File: src/rtl/settle_timer.sv
// settle_timer: loadable down-counter; expire is high while enabled at zero
module settle_timer #(
  parameter int W = 8
) (
  input  logic         clk,
  input  logic         rst,
  input  logic         load,
  input  logic         en,
  input  logic [W-1:0] init,
  output logic         expire
);
  logic [W-1:0] cnt;
  always_ff @(posedge clk or posedge rst)
    if (rst) cnt <= '0;
    else if (load) cnt <= init;
    else if (en && cnt != '0) cnt <= cnt - 1'b1;
  assign expire = en && cnt == '0;
endmodule

File: config.mk
export PLATFORM = sky130hd
export DESIGN_NAME = settle_timer
export DESIGN_NICKNAME = d
export VERILOG_FILES = /design/src/rtl/settle_timer.sv
export SDC_FILE = /design/constraint.sdc
export NUM_CORES = 1
export LEC_CHECK = 0
export CORE_AREA = 2 2 39 41
export CTS_CLUSTER_SIZE = 10
export DETAILED_ROUTE_END_ITERATION = 12
export DIE_AREA = 0 0 41 43
export HOLD_SLACK_MARGIN = 0.02
export PLACE_DENSITY_LB_ADDON = 0.1
export REMOVE_ABC_BUFFERS = 1
export SKIP_LAST_GASP = 1
export SYNTH_ARGS = -nofsm -noshare
export SYNTH_HDL_FRONTEND = slang
export SYNTH_SLANG_ARGS = --single-unit
File: constraint.sdc
create_clock -name clk -period 2.3 [get_ports clk]
set_clock_uncertainty 0.1 [all_clocks]
set_input_delay 0.69 -clock clk [delete_from_list [all_inputs] [get_ports clk]]
set_output_delay 0.69 -clock clk [all_outputs]
set_load 0.02 [all_outputs]
==> metrics.yaml, run 1 <==
final_layout:
  n_antenna_cell: 0
  syn_to_final_growth_pct: 51.86
  top_regs: "cnt x8"
  layout.cells.non_filler: 102
  drive_above_1_share: 0.2791
  largest_register_ffs: 8
  design_area_um2: 765.7
  top_register: "cnt"
  nFillCells: 135
  fin_nets: 101
detailed_routing:
  vias: 515
  vias_per_cell: 5.049
  routedWlPerCell_um: 11.52
  ant_nets: 0
  drc: 0
  wl_um: 1175
  drt_iter0_drc: 5
  first_pass_iters: 4
synth:
  yosysWarningCount: 0
  muxShareOfSynthArea: 0.04218
  yosysSeqAreaShare: 0.3970
  synth_area_um2: 504.2
  synth-simple-area-share: 0.2432
  synth_cell_type_count: 25
  synthXorXnorAreaFrac: 0.01737
  synth_top_family_by_area: "simple AND/OR/NAND/NOR gates"
  syn_avg_cell_area_um2: 8.546
  synth.ff_latch_count: 8
  synthCells: 59
  synth_compound_area_frac: 0.2308
  synthAdderAreaFrac: 0.02481
clocking:
  cts_root_buf: "clkbuf_4"
  cts_tree: "built"
  cts_max_path_buffers: 2
  clock-sinks: 8
  path_clk_slew_ns: 0.06
  cts_hold_buf: 0
  h-tree-depth: 1
  clock_latency_ns: 0.26
  cts_buffers: 3
sta:
  slew_viol_final: 0
  timing.fmax_mhz: 443.6
  tns_ns: 0
  hold_viol_final: 0
  slew_headroom: 0.7762
  finalSetupViolations: 0
  rsz0062_at_grt: "no"
  hold_ws_ns: 0.5150
  max_slew.worst_pin.slew_ns: 0.3331
  min_period_ns: 2.254
  period_share: 0.9800
floorplan:
  die_area_um2: 1763
  die_w_um: 41
  start_util: 0.3644
  coreArea_um2: 1384
  rows: 14
  ios: 13
  fp.dieH_um: 43
global_routing:
  antenna_found_initial: 0
  grt_usage: 0.1788
  grt_pass1_wl_um: 2001
  grt_overflow: 0
  grt_max_degree: 9
  grt_pass1_vias: 459
placement:
  place.gp.congestion: 0.7724
  io_buffers: 12
  dp_hpwl_um: 890.8
  placed_area_um2: 734.5
  dp_cells: 98
power:
  intPower_uw: 295.9
  powerDensity_nw_per_um2: 546.8
  swShare: 0.2933
  finalPower_uw: 418.7
  vdd.ir_drop.worst_mv: 0.2031
  comb_power_share: 0.329
  leakagePower_nw: 0.3271
  p_switching_uw: 122.8
  power_frac_clock: 0.269
  power_frac_seq: 0.402
worst_setup_path:
  crit_arrival_ns: 1.46
  worstRegToRegCells: 7
  worstSetupPathType: "reg -> out"
  crit-reg2reg-launch: "cnt[0]"
  r2r_slack_ns: 0.48
  r2r_end: "cnt[0]"
  crit_path_start_kind: "register"
  cp_data_required_time_ns: 1.51
  startpoint: "cnt[4]"
  critPathCaptureType: "primary output"
  path_max_fanout: 2
hold_path:
  hp-class: "reg -> reg"
  hp-start: "cnt[1]"
  worst_hold_path.num_cells: 3
  min_to: "cnt[1]"
outcome:
  status: "completed"
job:
  maxCapViolations: 0
-- final cells by class --
type,instances,area [um2],area share
tap,16,20.02,0.02614
multi-input combinational,45,286.5,0.3742
inverter,4,15.01,0.01961
sequential,8,200.2,0.2614
timing repair buffer,26,221.5,0.2892
clock buffer,3,22.52,0.02941
-- through the flow --
stage / utilization / worst slack (ns)
finish: 0.5533 / 0.04590
global placement: 0.5307 / -0.5388
global route: 0.5533 / 0.003522
floorplan: - / 0.03650
CTS: 0.5461 / 0.01933
detailed placement: 0.5307 / -0.5425
-- kinds of logic after synthesis --
| logic type | after synthesis |
|---|---|
| AND/OR/NAND/NOR | 21 |
| multiplexers | 2 |
| AO/OA/AOI/OAI | 20 |
| XOR/XNOR | 1 |
| buffers and inverters | 6 |
| flip-flops | 8 |
| adder cells (fa/ha/maj) | 1 |
-- layer usage --
layer / track usage / share of wire / vias up
li1: - / - / 269
met1: 0.2197 / 0.45 / 232
met2: 0.2406 / 0.48 / 10
met3: 0.06283 / 0.038 / 4
met4: 0.1400 / 0.029 / 0
met5: 0 / 0 / -
-- worst max-delay path, cell delays in order (launching register included) --
cell and delay, ns:
dfrtp_1 0.38, or4_4 0.56, nor3_2 0.12, buf_4 0.16
-- synth_stat cells (all sizes together) --
| cell | count | area, um2 |
|---|---|---|
| or4b | 1 | 13.76 |
| xnor2 | 1 | 8.760 |
| a21oi | 6 | 30.03 |
| mux2i | 1 | 10.01 |
| nor4b | 1 | 8.760 |
| mux2 | 1 | 11.26 |
| ha | 1 | 12.51 |
| nor2 | 3 | 11.26 |
| nand3 | 1 | 5.000 |
| nand3b | 2 | 15.01 |
| clkbuf | 2 | 7.510 |
| or4 | 1 | 11.26 |
| a311oi | 1 | 8.760 |
| a211oi | 1 | 7.510 |
| nand2 | 7 | 26.28 |
| or3b | 1 | 8.760 |
| or3 | 2 | 12.51 |
| o21ai | 10 | 53.80 |
| dfrtp | 8 | 200.2 |
| a211o | 1 | 8.760 |
| inv | 4 | 15.01 |
| o211ai | 1 | 7.510 |
| nor3 | 2 | 10.01 |
-- how the worst max path moves through the flow --
stage / slack (ns) / to
after floorplan: 0.04 / expire
after global routing: 0.004 / expire
after detailed placement: -0.54 / expire
after global placement: -0.54 / expire
final: 0.05 / expire
after CTS: 0.02 / expire
-- cells in the final DEF, fill, tap and decap left out, types with 2 or more instances in the layout --
cell	netlist	final
buf_4	0	15
clkdlybuf4s50_1	0	10
o21ai_0	8	8
dfrtp_1	8	8
nand2_1	7	7
a21oi_1	6	6
inv_1	4	4
nor2_1	3	3
clkbuf_4	0	3
nand3b_1	2	2
or3_1	2	2
-- power by group through the flow --
stage / sequential (mW) / clock, mW / combinational (mW)
2_1_floorplan: 0.173 / 0 / 0.0602
3_3_place_gp: 0.171 / 0 / 0.135
3_5_place_dp: 0.171 / 0 / 0.135
4_1_cts: 0.169 / 0.117 / 0.135
5_1_grt: 0.170 / 0.126 / 0.155
6_report: 0.168 / 0.113 / 0.138
-- repair_timing --
item                                    in CTS  in global routing
endpoints found under the setup margin       1                  1
buffers inserted                             0                  1
gates resized for setup                      7                  1
pin swaps                                    2                  0
Power figures use the tool's default switching activity.
==> run 2, diff against run 1 <==
ABC_CLOCK_PERIOD_IN_PS = 2300   (was unset)
==> results of run 2 <==
Final layout, timing and power as in run 1 (identical DEF).
